===== src/rtl/mempool_pkg.sv =====
// +--------------------------------------------------------------------------+
// | mempool_pkg: shared TCDM types and constants for the bank responder.    |
// | Rev 1.0                                                                  |
// +--------------------------------------------------------------------------+
`default_nettype none

package mempool_pkg;

  localparam int unsigned NumBanksPerTile = 16;
  localparam int unsigned DataWidth       = 32;
  localparam int unsigned BeWidth         = DataWidth / 8;
  localparam int unsigned TgtAddrWidth    = 12;
  localparam int unsigned MetaIdWidth     = 8;
  localparam int unsigned CoreIdWidth     = 4;
  localparam int unsigned IniAddrWidth    = 4;
  localparam int unsigned AmoWidth        = 4;

  function automatic int unsigned idx_width(input int unsigned num_idx);
    return (num_idx > 32'd1) ? unsigned'($clog2(num_idx)) : 32'd1;
  endfunction

  localparam int unsigned BankIdxWidth  = idx_width(NumBanksPerTile);
  localparam int unsigned BankAddrWidth = TgtAddrWidth - BankIdxWidth;

  typedef logic [DataWidth-1:0]     data_t;
  typedef logic [BeWidth-1:0]       strb_t;
  typedef logic [TgtAddrWidth-1:0]  tgt_addr_t;
  typedef logic [BankAddrWidth-1:0] bank_addr_t;
  typedef logic [MetaIdWidth-1:0]   meta_id_t;
  typedef logic [CoreIdWidth-1:0]   core_id_t;
  typedef logic [IniAddrWidth-1:0]  ini_addr_t;
  typedef logic [AmoWidth-1:0]      amo_t;

  localparam amo_t AmoLR = 4'hA;
  localparam amo_t AmoSC = 4'hB;

  typedef struct packed {
    amo_t  amo;
    data_t data;
  } tcdm_payload_t;

  typedef struct packed {
    meta_id_t      meta_id;
    ini_addr_t     ini_addr;
    core_id_t      core_id;
    tgt_addr_t     tgt_addr;
    logic          wen;
    tcdm_payload_t wdata;
    strb_t         be;
  } tcdm_slave_req_t;

  typedef struct packed {
    meta_id_t      meta_id;
    ini_addr_t     ini_addr;
    core_id_t      core_id;
    tcdm_payload_t rdata;
  } tcdm_slave_resp_t;

endpackage

`default_nettype wire


===== src/rtl/fifo_v3.sv =====
// +--------------------------------------------------------------------------+
// | fifo_v3: parametric FIFO with optional fall-through (empty push bypass). |
// | Rev 1.0                                                                  |
// +--------------------------------------------------------------------------+
`default_nettype none

module fifo_v3 #(
  parameter bit          FALL_THROUGH = 1'b0,
  parameter int unsigned DATA_WIDTH   = 32,
  parameter int unsigned DEPTH        = 8,
  parameter type         dtype        = logic [DATA_WIDTH-1:0],
  parameter int unsigned ADDR_DEPTH   = (DEPTH > 1) ? $clog2(DEPTH) : 1,
  parameter int unsigned CNT_WIDTH    = $clog2(DEPTH + 1)
) (
  input  logic                 clk_i,
  input  logic                 rst_ni,
  input  logic                 flush_i,
  output logic                 full_o,
  output logic                 empty_o,
  output logic [CNT_WIDTH-1:0] usage_o,
  input  dtype                 data_i,
  input  logic                 push_i,
  output dtype                 data_o,
  input  logic                 pop_i
);

  dtype                  mem_q [DEPTH];
  logic [ADDR_DEPTH-1:0] rd_ptr_q, rd_ptr_d, wr_ptr_q, wr_ptr_d;
  logic [CNT_WIDTH-1:0]  cnt_q, cnt_d;
  logic                  is_empty, push, pop, bypass;

  assign is_empty = (cnt_q == '0);
  assign full_o   = (cnt_q == CNT_WIDTH'(DEPTH));
  assign empty_o  = is_empty & ~(FALL_THROUGH & push_i);
  assign usage_o  = cnt_q;
  assign data_o   = (FALL_THROUGH && is_empty) ? data_i : mem_q[rd_ptr_q];

  assign push   = push_i & ~full_o;
  assign pop    = pop_i & ~empty_o;
  // In fall-through mode a same-cycle push/pop on an empty FIFO never touches storage.
  assign bypass = FALL_THROUGH & is_empty & push & pop;

  always_comb begin
    rd_ptr_d = rd_ptr_q;
    wr_ptr_d = wr_ptr_q;
    cnt_d    = cnt_q;
    if (flush_i) begin
      rd_ptr_d = '0;
      wr_ptr_d = '0;
      cnt_d    = '0;
    end else if (!bypass) begin
      if (push) begin
        wr_ptr_d = (wr_ptr_q == ADDR_DEPTH'(DEPTH - 1)) ? '0 : wr_ptr_q + 1'b1;
      end
      if (pop) begin
        rd_ptr_d = (rd_ptr_q == ADDR_DEPTH'(DEPTH - 1)) ? '0 : rd_ptr_q + 1'b1;
      end
      cnt_d = cnt_q + CNT_WIDTH'(push) - CNT_WIDTH'(pop);
    end
  end

  always_ff @(posedge clk_i or negedge rst_ni) begin
    if (!rst_ni) begin
      rd_ptr_q <= '0;
      wr_ptr_q <= '0;
      cnt_q    <= '0;
    end else begin
      rd_ptr_q <= rd_ptr_d;
      wr_ptr_q <= wr_ptr_d;
      cnt_q    <= cnt_d;
    end
  end

  always_ff @(posedge clk_i) begin
    if (push && !bypass && !flush_i) begin
      mem_q[wr_ptr_q] <= data_i;
    end
  end

endmodule

`default_nettype wire


===== src/rtl/tcdm_bank_responder.sv =====
// +--------------------------------------------------------------------------+
// | tcdm_bank_responder: TCDM request -> SRAM bank command, ordered replies. |
// | Optional LR/SC reservation enabled by macro TCDM_LRSC_EN. Rev 1.0        |
// +--------------------------------------------------------------------------+
`default_nettype none

module tcdm_bank_responder
  import mempool_pkg::*;
#(
  parameter int unsigned RespDepth = 2
) (
  input  logic             clk_i,
  input  logic             rst_ni,
  input  logic             req_valid_i,
  output logic             req_ready_o,
  input  tcdm_slave_req_t  req_i,
  output logic             resp_valid_o,
  input  logic             resp_ready_i,
  output tcdm_slave_resp_t resp_o,
  output logic             bank_req_o,
  output logic             bank_we_o,
  output bank_addr_t       bank_addr_o,
  output data_t            bank_wdata_o,
  output strb_t            bank_be_o,
  input  data_t            bank_rdata_i
);

  localparam int unsigned CntWidth = $clog2(RespDepth + 1);

  logic                is_wr, is_sc, has_resp, sc_ok, accept, pop, full, empty;
  logic [CntWidth-1:0] usage;
  logic [CntWidth:0]   pending;
  tcdm_slave_resp_t    fifo_in;
  logic                unused_bits;

  logic             infl_q, infl_d, infl_rd_q, infl_rd_d;
  tcdm_slave_resp_t infl_resp_q, infl_resp_d;

  assign is_sc    = (req_i.wdata.amo == AmoSC);
  assign is_wr    = req_i.wen & (req_i.wdata.amo == '0);
  assign has_resp = ~is_wr;

  // Ready accounts for a pop happening this very cycle.
  assign pop         = resp_valid_o & resp_ready_i;
  assign pending     = {1'b0, usage} + {{CntWidth{1'b0}}, infl_q} - {{CntWidth{1'b0}}, pop};
  assign req_ready_o = (pending < (CntWidth + 1)'(RespDepth));
  assign accept      = req_valid_i & req_ready_o;

  assign bank_req_o   = accept;
  assign bank_we_o    = accept & (is_wr | (is_sc & sc_ok));
  assign bank_addr_o  = req_i.tgt_addr[TgtAddrWidth-1:BankIdxWidth];
  assign bank_wdata_o = req_i.wdata.data;
  assign bank_be_o    = req_i.be;

`ifdef TCDM_LRSC_EN
  logic       is_lr;
  logic       res_valid_q, res_valid_d;
  bank_addr_t res_addr_q, res_addr_d;
  ini_addr_t  res_ini_q, res_ini_d;
  core_id_t   res_core_q, res_core_d;

  assign is_lr = (req_i.wdata.amo == AmoLR);
  assign sc_ok = res_valid_q & (res_addr_q == bank_addr_o) &
                 (res_ini_q == req_i.ini_addr) & (res_core_q == req_i.core_id);

  always_comb begin
    res_valid_d = res_valid_q;
    res_addr_d  = res_addr_q;
    res_ini_d   = res_ini_q;
    res_core_d  = res_core_q;
    if (accept) begin
      if (is_lr) begin
        res_valid_d = 1'b1;
        res_addr_d  = bank_addr_o;
        res_ini_d   = req_i.ini_addr;
        res_core_d  = req_i.core_id;
      end else if ((is_wr && res_addr_q == bank_addr_o) || (is_sc && sc_ok)) begin
        res_valid_d = 1'b0;
      end
    end
  end

  always_ff @(posedge clk_i or negedge rst_ni) begin
    if (!rst_ni) begin
      res_valid_q <= 1'b0;
      res_addr_q  <= '0;
      res_ini_q   <= '0;
      res_core_q  <= '0;
    end else begin
      res_valid_q <= res_valid_d;
      res_addr_q  <= res_addr_d;
      res_ini_q   <= res_ini_d;
      res_core_q  <= res_core_d;
    end
  end
`else
  assign sc_ok = 1'b1;
`endif

  // Response metadata waits one cycle for the SRAM read data; SC status is fixed at accept.
  always_comb begin
    infl_d      = accept & has_resp;
    infl_rd_d   = infl_rd_q;
    infl_resp_d = infl_resp_q;
    if (accept) begin
      infl_rd_d                 = ~is_sc;
      infl_resp_d.meta_id       = req_i.meta_id;
      infl_resp_d.ini_addr      = req_i.ini_addr;
      infl_resp_d.core_id       = req_i.core_id;
      infl_resp_d.rdata.amo     = req_i.wdata.amo;
      infl_resp_d.rdata.data    = {{(DataWidth - 1){1'b0}}, ~sc_ok};
    end
  end

  always_ff @(posedge clk_i or negedge rst_ni) begin
    if (!rst_ni) begin
      infl_q      <= 1'b0;
      infl_rd_q   <= 1'b0;
      infl_resp_q <= '0;
    end else begin
      infl_q      <= infl_d;
      infl_rd_q   <= infl_rd_d;
      infl_resp_q <= infl_resp_d;
    end
  end

  always_comb begin
    fifo_in = infl_resp_q;
    if (infl_rd_q) begin
      fifo_in.rdata.data = bank_rdata_i;
    end
  end

  fifo_v3 #(
    .FALL_THROUGH (1'b1),
    .DATA_WIDTH   ($bits(tcdm_slave_resp_t)),
    .DEPTH        (RespDepth),
    .dtype        (tcdm_slave_resp_t)
  ) i_resp_fifo (
    .clk_i   (clk_i),
    .rst_ni  (rst_ni),
    .flush_i (1'b0),
    .full_o  (full),
    .empty_o (empty),
    .usage_o (usage),
    .data_i  (fifo_in),
    .push_i  (infl_q),
    .data_o  (resp_o),
    .pop_i   (pop)
  );

  assign resp_valid_o = ~empty;

  assign unused_bits = ^{req_i.tgt_addr[BankIdxWidth-1:0], full};

endmodule

`default_nettype wire


===== config.mk =====
export PLATFORM = sky130hd
export DESIGN_NAME = tcdm_bank_responder
export DESIGN_NICKNAME = d
export VERILOG_FILES = /design/src/rtl/mempool_pkg.sv /design/src/rtl/fifo_v3.sv /design/src/rtl/tcdm_bank_responder.sv
export SDC_FILE = /design/constraint.sdc
export NUM_CORES = 1
export LEC_CHECK = 0
export BUFFER_PORTS_ARGS = -buffer_cell sky130_fd_sc_hd__buf_2
export CAP_MARGIN = 20
export CORE_ASPECT_RATIO = 1.75
export CORE_MARGIN = 2
export CORE_UTILIZATION = 35
export DETAILED_ROUTE_END_ITERATION = 12
export SETUP_SLACK_MARGIN = 0.02
export SYNTH_ARGS = -nofsm -noshare
export SYNTH_HDL_FRONTEND = slang
export SYNTH_SLANG_ARGS = --single-unit
export TNS_END_PERCENT = 50

===== constraint.sdc =====
create_clock -name clk_i -period 4.6 [get_ports clk_i]
set_clock_uncertainty 0.05 [all_clocks]
set_input_delay 0.23 -clock clk_i [delete_from_list [all_inputs] [get_ports clk_i]]
set_output_delay 0.23 -clock clk_i [all_outputs]
set_load 0.01 [all_outputs]

==> results of run 1 <==
## power by group through the flow
stage               Combinational (mW)  Sequential, mW  Clock, mW
floorplan                         1.28            1.71          0
global placement                  1.58            1.88          0
detailed placement                1.61            1.90          0
CTS                               1.63            1.88       1.48
global route                      1.76            1.91       1.53
finish                            1.59            1.86       1.45
## sequential cells by signal, summed over array words and instances, names as in the netlist
name	flops
fifo_in	20
i_resp_fifo.mem_q	104
i_resp_fifo.rd_ptr_q	1
i_resp_fifo.usage_o	2
i_resp_fifo.wr_ptr_q	1
infl_q	1
infl_rd_q	1
## worst max-delay path, cell delays in order (launching register included)
cell     delay [ps]
dfrtp_1         490
or3_1           410
and2_1          170
ha_1            260
inv_1            90
nand2_1          70
fa_1            380
xnor2_1         160
and3_1          180
buf_4           380
nor3b_1         240
buf_2           160
## routing by layer
metal  track usage [%]  wire (µm)  vias up
met1              14.4       4410     1654
met3              3.09        611       68
met2              22.9       6150       82
met4              13.1        946        0
li1                  -          -     1694
met5                 0          0        -
## layout by cell type (no fill, tap or decap), drive strengths merged
cell type    synthesis  layout
and3                 1       1
a31oi                3       3
edfxtp             104     104
dfrtp               26      26
clkinvlp             0       3
and2                34      34
nand2               53      53
nand4                1       1
a21boi               2       2
dlygate4sd3          0      17
ha                   3       3
fa                   1       1
clkinv               0       3
mux2                21      21
or3                  1       1
diode                0       1
nor4b                1       1
xnor2                4       4
inv                  7      10
bufinv               0       2
buf                 56     119
nor3b                1       1
mux2i               52      52
clkbuf              11      21
o21ai               54      54
nor2                 4       4
## worst max path at each step
stage               cells past startpoint                       to
global placement                       11                bank_we_o
CTS                                    11                bank_we_o
finish                                 11                bank_we_o
global route                           11                bank_we_o
detailed placement                     11                bank_we_o
floorplan                               3  i_resp_fifo.mem_q[0][0]
## through the flow
step / std cells / hold WS [ps]
2_1_floorplan: 440 / -116
3_3_place_gp: 719 / 236
3_5_place_dp: 719 / 243
4_1_cts: 768 / 4.45
5_1_grt: 769 / 11.6
6_report: 769 / 28.8
## cell type report
| type | instances | area [µm²] |
|---|---|---|
| Sequential cell | 130 | 3780 |
| Tap cell | 227 | 284 |
| Multi-Input combinational cell | 236 | 1700 |
| Inverter | 7 | 26.3 |
| Timing Repair Buffer | 136 | 783 |
| Clock buffer | 21 | 526 |
| Clock inverter | 11 | 135 |
| Fill cell | 1560 | 9550 |
| Antenna cell | 1 | 2.50 |
## kinds of logic (layout without fill, tap and decap cells)
kind of cell,Yosys count,count (layout),synth area share (%)
other,0,1,0
AOI/OAI and AO/OA,59,59,5.12
and+or+nand+nor,96,96,7.77
adders and majority gates,4,4,0.969
DFF,130,130,63.5
xor gates and xnor gates,4,4,0.590
muxes,73,73,13.8
buffers and inverters,74,175,8.23
## repair_timing
item                                    in CTS  in global routing
hold buffers                                17                  0
resized for setup                            0                  0
endpoints found under the setup margin       0                  0
endpoints found under the hold margin       43                  0
==> impl_metrics.ini, run 1 <==
[sta]
maxSlewViolCount = 0
setup_viol = 0
timing.setup.tns_ps = 0
slew_headroom_pct = 36.1
final_hold_viol_count = 0
final.setup.worst_slack_ps = 894
grt_setup_unrepaired = false
worst_pin_slew_ps = 959
layout_min_cycle_time_ps = 3710
share_of_the_clock_period_used_by_the_worst_path_after_layout_pct = 80.6
clock.fmax_mhz = 270

[placed_design]
post-place-ws_ps = 1310
detailed_place_hpwl_mm = 8.22
place.port_buffers = 112
gp_congestion = 0.718
detailed_place.area_um2 = 6400

[synth]
synthesized_area_um2 = 5940
ys_ff_latch = 130
synth_top_cell_by_area = edfxtp_1
ys_seq_area_share_pct = 63.5
count_of_flip_flops_with_a_built_in_enable_after_synthesis = 104
synth.yosys.warnings = 0
yosys.cell_count.top_type = edfxtp_1
synthTopCellsByArea = edfxtp_1, dfrtp_1, mux2i_1
ys_async_rst_share_pct = 20.0
synth_top_area_share_pct = 52.6
synth_fp_nets = 549
netlist_instances = 440
average_size_of_a_mapped_cell_um2 = 13.5
top_ff_cell_synth = edfxtp_1
netlist-cell-type-count = 26
netlist_top_cells_count = edfxtp_1, o21ai_0, nand2_1

[critical_path]
end_kind = output port
worstSetupStartpointType = flip-flop
critPathMaxFanout = 24
worstReg2RegStart = i_resp_fifo.usage_o[1]
timing.reg2reg.worst_path_depth = 10
worstPathRequired_ps = 4320
worst-setup-path-type = flip-flop to output port
timing.critical_path.arrival_ps = 3430
timing.rr.end = fifo_in[51]
critical_path.startpoint = i_resp_fifo.usage_o[1]
r2r_slack_ps = 1450

[global_route]
track_usage_pct = 14.0
global_route_wire_length_before_repair_mm = 18.6
first_global_vias = 3581
pin_count_of_the_biggest_net_entering_global_routing = 57
antenna_found_initial = 1
globalRouteOverflowTotal = 0

[floorplan]
io_pins = 205
chipWidth_um = 102
coreArea_um2 = 16800
fp.dieArea_um2 = 18100
chipHeight_um = 176
initial_utilization_pct = 35.4
rows = 63

[pwr]
power.share.sequential_pct = 38.0
static-leakage-power_nw = 2.88
intPower_mw = 3.29
power.ir.vdd_worst_uv = 606
comb_power_share_pct = 32.5
pwr_density_cell_nw_per_um2 = 679
switching_power_share_of_the_total_pct = 33.0
clock_power_share_pct = 29.5
power.total_mw = 4.91
switchingPower_mw = 1.62

[finish]
nets = 637
postLayoutCoreUtil_pct = 43.1
fin_area_um2 = 7240
final_layout_size_suffix_gt1_share_pct = 32.5
synthToLayoutAreaGrowth_pct = 21.8

[drt]
firstDrtPassIters = 4
drt_first_iter_violations = 114
via_per_inst = 4.55
avgRoutedWirePerCell_um = 15.8
route.antenna.remaining_nets = 0
drc = 0
finalWirelength_mm = 12.1
routed-via-count = 3498

[cts]
cts.clk_slew.worst_paths_ps = 60
number_of_h_tree_levels = 4
clock_insertion_delay_worst_skew_ps = 410
cts_root_buffer = clkbuf_16
max-clock-path-buffers = 2
tritoncts.num_buffers = 17
clkSinkCount = 130
cts_setup_buffers = 0
tritoncts = done

[min_path]
worst_hold_startpoint = req_i[66]
min_path_type = input pin to flip-flop
min_delay_path_depth = 2
whs_endpoint = fifo_in[49]

[outcome]
outcome = finished clean

[run]
drv.max_cap_violation_count = 0
Power figures use the tool's default switching activity.
==> run 2: changes to the inputs <==
Clock period 4.6 ns to 3.4 ns, I/O delays scaled along.
==> run 2 against run 1 <==
Against the previous run:
- sequential power rose by 35%
- sequential share of layout area fell by 0.22 points
- via count rose by 0.63%
- utilization rose by 0.19 points
- worst setup slack got worse by 700 ps
- clock-buffer cell count rose by 2
- total power rose by 35%
- combinational power rose by 41%
- non-clock buffer count rose by 8
- first-iteration DRC count fell by 3.5%
- highest routed layer unchanged
==> impl_metrics.ini, run 2 (synthesized netlist as in run 1, its figures left out) <==
[run]
drv.max_cap_violation_count = 0

[critical_path]
crit_chain = or3_4 -> and2_1 -> ha_1 -> inv_1 -> nand2_1 -> fa_1 -> xnor2_1 -> and3_1 -> buf_6 -> nor3b_2 -> buf_2
timing.critical_path.arrival_ps = 2980
critPathSlowestCell = dfrtp_1
timing.rr.end = fifo_in[39]
worstReg2RegStart = infl_q
timing.reg2reg.worst_path_depth = 12
worst-setup-path-type = flip-flop to output port
worstSetupEndpoint = bank_we_o
critical_path.startpoint = infl_q
r2r_slack_ps = 350
timing.critical_path.slowest_cell_delay_ps = 420
worstPathRequired_ps = 3180
critPathMaxFanout = 4
end_kind = output port
worstSetupStartpointType = flip-flop

[finish]
stdcell_count = 776
antennaDiodeCount = 0
registers.top_by_ff_count = i_resp_fifo.mem_q
final_layout_size_suffix_gt1_share_pct = 32.6
largest_register_ffs = 104
fin_area_um2 = 7270
mostFrequentLayoutCell = buf_2
mostFrequentLayoutCells = buf_2, edfxtp_1, o21ai_0
nets = 645
synthToLayoutAreaGrowth_pct = 22.3

[floorplan]
fp.dieArea_um2 = 18100
chipHeight_um = 176
initial_utilization_pct = 35.4
io_pins = 205
chipWidth_um = 102
rows = 63
coreArea_um2 = 16800

[global_route]
antenna_found_initial = 0
global_route_wire_length_before_repair_mm = 18.9
track_usage_pct = 14.3
pin_count_of_the_biggest_net_entering_global_routing = 105
first_global_vias = 3565
globalRouteOverflowTotal = 0

[cts]
max-clock-path-buffers = 2
clkSinkCount = 130
cts_root_buffer = clkbuf_16
tritoncts = done
number_of_h_tree_levels = 4
tritoncts.num_buffers = 17
clock_insertion_delay_worst_skew_ps = 410
cts.clk_slew.worst_paths_ps = 60

[outcome]
outcome = finished clean

[drt]
avgRoutedWirePerCell_um = 16.4
via_per_inst = 4.54
drt_first_iter_violations = 110
drc = 0
routed-via-count = 3520
route.antenna.remaining_nets = 0
finalWirelength_mm = 12.7
firstDrtPassIters = 4

[placed_design]
dp.cells = 717
place.port_buffers = 112
gp_congestion = 0.724
detailed_place.area_um2 = 6390
detailed_place_hpwl_mm = 7.95

[pwr]
static-leakage-power_nw = 2.89
pwr_density_cell_nw_per_um2 = 910
power.ir.vdd_worst_uv = 865
power.total_mw = 6.61

[sta]
share_of_the_clock_period_used_by_the_worst_path_after_layout_pct = 94.2
layout_min_cycle_time_ps = 3200
timing.setup.tns_ps = 0
final.hold.worst_slack_ps = 46.2
setup_viol = 0
slew_headroom_pct = 33.7
maxSlewViolCount = 0
grt_setup_unrepaired = false
clock.fmax_mhz = 312
worst_pin_slew_ps = 994
final_hold_viol_count = 0

[min_path]
min_path_type = input pin to flip-flop
## run 2: cell count changes in the layout (fill, tap and decap cells not counted), moves of 2 or more
| cell | change |
|---|---|
| buf_4 | +2 |
| dlygate4sd3_1 | +5 |
| clkinv_4 | -3 |
| clkbuf_16 | -4 |
| clkinv_2 | +2 |
| clkbuf_1 | +3 |
| inv_6 | -3 |
| clkbuf_8 | +3 |
## run 2: layout make-up
cell class | count | area, µm²
inverters | 7 | 26.3
fillers | 1568 | 9520
well taps | 227 | 284
clock buffers | 23 | 478
flip-flops and latches | 130 | 3780
repair buffers | 144 | 860
multi-input cells | 236 | 1710
clock inverters | 9 | 130
## run 2: where the power goes
group	internal, mW	switching, mW
clock network	1.21	0.641
logic	1.09	1.14
registers	2.14	0.380
total	4.45	2.17
## run 2: routing by layer
metal | GRT usage (%) | wire length (µm)
met5 | 0 | 0
met4 | 12.4 | 984
met3 | 2.69 | 595
met2 | 23.9 | 6510
met1 | 14.9 | 4640
## run 2: through the flow
step / setup WS, ps / utilization [%]
floorplan: 1.29 / -
global placement: 452 / 38.0
detailed placement: 338 / 38.0
CTS: 99.8 / 43.2
global route: 28.9 / 43.3
finish: 196 / 43.3
## run 2: worst min-delay path by stage
stage,startpoint,to,cells past startpoint
2_1_floorplan,rst_ni,fifo_in[32],0
3_3_place_gp,rst_ni,fifo_in[38],1
3_5_place_dp,rst_ni,fifo_in[41],1
4_1_cts,bank_rdata_i[17],i_resp_fifo.mem_q[0][17],2
5_1_grt,bank_rdata_i[7],i_resp_fifo.mem_q[0][7],2
6_report,bank_rdata_i[17],i_resp_fifo.mem_q[0][17],2
## run 2: repair_timing
action                                  4_1_cts  5_1_grt
hold endpoints to repair                     48        0
hold buffers                                 22        0
buffers inserted                              4        1
endpoints found under the setup margin        1        1
resized for setup                             2        2
pin swaps                                     0        2
## run 2: critical path, delay by kind of cell, from the launching register on
family | cells | cell delay [ps]
and+or+nand+nor | 5 | 980
xor gates and xnor gates | 1 | 190
adders and majority gates | 2 | 650
buffers and inverters | 3 | 330
DFF | 1 | 420
==> run 3: changes to the inputs <==
Settings changed: ABC_AREA from default to 1, BUFFER_PORTS_ARGS -buffer_cell sky130_fd_sc_hd__buf_2 to -buffer_cell sky130_fd_sc_hd__clkbuf_2.
==> run 3 against run 2 <==
Against the previous run:
- sequential power is 2% lower
- sequential share of layout area fell by 2.3 points
- wire length grew 9.4%
- utilization is 0.47 points higher
- worst setup slack improved by 180 ps
- final area grew 4.6%
- combinational power up 46%
- worst hold slack lost 24 ps
- global-route usage grew 1.0 points
- maximum frequency grew 5.8%
- clock power fell by 9%
==> impl_metrics.ini, run 3 <==
[outcome]
outcome = finished clean

[cts]
cts_setup_buffers = 0
tritoncts.num_buffers = 17
clkSinkCount = 130
max-clock-path-buffers = 2
cts.clk_slew.worst_paths_ps = 50
tritoncts = done
number_of_h_tree_levels = 4
cts_root_buffer = clkbuf_16
clock_insertion_delay_worst_skew_ps = 420

[critical_path]
r2r_slack_ps = 950
worst-setup-path-type = flip-flop to output port
end_kind = output port
worstSetupStartpointType = flip-flop
critPathMaxFanout = 24
worstPathRequired_ps = 3180
timing.critical_path.arrival_ps = 2810

[synth]
netlist_instances = 560
synthTopCellsByArea = edfxtp_1, dfrtp_1, nand2_1
netlist-cell-type-count = 26
ys_seq_area_share_pct = 60.9
synth_top_cell_by_area = edfxtp_1
average_size_of_a_mapped_cell_um2 = 11.1
netlist_top_cells_count = edfxtp_1, nand2_1, buf_4
ys_async_rst_share_pct = 20.0
ys_ff_latch = 130
synth_top_area_share_pct = 50.4
count_of_flip_flops_with_a_built_in_enable_after_synthesis = 104
top_ff_cell_synth = edfxtp_1
synthesized_area_um2 = 6200
synth.yosys.warnings = 0
synth_fp_nets = 669

[drt]
route.layer.met1.wl_mm = 5.32
via_per_inst = 4.73
routed-via-count = 4298
met2_routed_wl_mm = 7.63
dr.max_layer_used = met4
avgRoutedWirePerCell_um = 15.3
route.antenna.remaining_nets = 0
finalWirelength_mm = 13.9
firstDrtPassIters = 6
drc = 0
met3RoutedLength_um = 548
drt_first_iter_violations = 188

[pwr]
static-leakage-power_nw = 3.31
pwr_density_cell_nw_per_um2 = 974
power.ir.vdd_worst_uv = 428
power.total_mw = 7.40

[floorplan]
coreArea_um2 = 17400
io_pins = 205
fp.dieArea_um2 = 18800
rows = 64
chipHeight_um = 180
chipWidth_um = 105
initial_utilization_pct = 35.7

[sta]
final_hold_viol_count = 0
clock.fmax_mhz = 330
timing.setup.tns_ps = 0
maxSlewViolCount = 0
final.setup.worst_slack_ps = 373
setup_viol = 0
share_of_the_clock_period_used_by_the_worst_path_after_layout_pct = 89.0
worst_pin_slew_ps = 686
layout_min_cycle_time_ps = 3030
grt_setup_unrepaired = false
slew_headroom_pct = 54.3

[finish]
n_fill_cell = 1672
registers.top_by_ff_count = i_resp_fifo.mem_q
antennaDiodeCount = 0
mostFrequentLayoutCells = clkbuf_2, nand2_1, edfxtp_1
mostFrequentLayoutCell = clkbuf_2
nets = 773
synthToLayoutAreaGrowth_pct = 22.7
stdcell_count = 908
final_layout_size_suffix_gt1_share_pct = 32.9
largest_register_ffs = 104
postLayoutCoreUtil_pct = 43.8

[run]
drv.max_cap_violation_count = 0

[global_route]
pin_count_of_the_biggest_net_entering_global_routing = 59
first_global_vias = 4488
globalRouteOverflowTotal = 0
antenna_found_initial = 0
global_route_wire_length_before_repair_mm = 22.4
track_usage_pct = 15.3

[placed_design]
gp_congestion = 0.754
detailed_place_hpwl_mm = 9.12
place.port_buffers = 112
post-place-ws_ps = 622
dp.cells = 836

[min_path]
min_path_type = input pin to flip-flop
-- run 3: per-stage QoR --
step	area, µm²	hold WS (ps)
floorplan	6200	-176
global placement	6650	174
detailed placement	6650	175
CTS	7600	0.468
global route	7600	13.0
finish	7600	22.6
-- run 3: worst max-delay path: stages, from the launching register on --
cell and delay, ps:
dfrtp_1 480, nor2_4 70, a21oi_1 150, ha_1 250
inv_1 80, nand2_1 70, fa_1 420, inv_1 80
nand2_1 50, nand2_1 120, nand3_4 260, a21oi_2 200
clkbuf_2 150
-- run 3: final cells by class --
type	count	area, µm²	share of cell area, %
Tap cell	231	289	3.80
Multi-Input combinational cell	305	1730	22.8
Clock inverter	11	88.8	1.17
Timing Repair Buffer	163	1080	14.2
Inverter	47	178	2.34
Sequential cell	130	3770	49.6
Clock buffer	21	460	6.06
-- run 3: kinds of logic after synthesis --
kind of cell / count (synthesis) / share of synthesized area [%]
xor gates and xnor gates: 2 / 0.283
adders and majority gates: 4 / 0.929
buffers and inverters: 125 / 11.4
DFF: 130 / 60.9
AOI/OAI and AO/OA: 107 / 12.4
and+or+nand+nor: 192 / 14.1
-- run 3: what timing repair did --
| action | CTS | global route |
|---|---|---|
| setup endpoints to repair | 0 | 1 |
| hold buffers | 40 | 0 |
| gates resized for setup | 0 | 1 |
| endpoints found under the hold margin | 82 | 0 |
-- run 3: final timing paths --
kind / from / to / cells after the start
setup / recovery: i_resp_fifo.usage_o[1] / bank_we_o / 12
hold / removal: bank_rdata_i[1] / i_resp_fifo.mem_q[1][1] / 3
setup reg to reg: i_resp_fifo.usage_o[1] / infl_rd_q / 11
hold reg to reg: i_resp_fifo.wr_ptr_q / i_resp_fifo.wr_ptr_q / 2
max in group asynchronous: rst_ni / i_resp_fifo.rd_ptr_q / 2
min in group asynchronous: rst_ni / fifo_in[47] / 2
-- run 3: per-layer routing --
metal | up-vias | track usage [%]
met4 | 0 | 7.95
met1 | 2062 | 15.7
met3 | 32 | 4.12
met2 | 121 | 28.0
li1 | 2083 | -
met5 | - | 0
-- run 3: power by group --
group          total, mW  internal (mW)  switching [mW]
clock               1.68           1.03           0.649
sequential          2.46           2.26           0.200
combinational       3.26           1.17            2.09
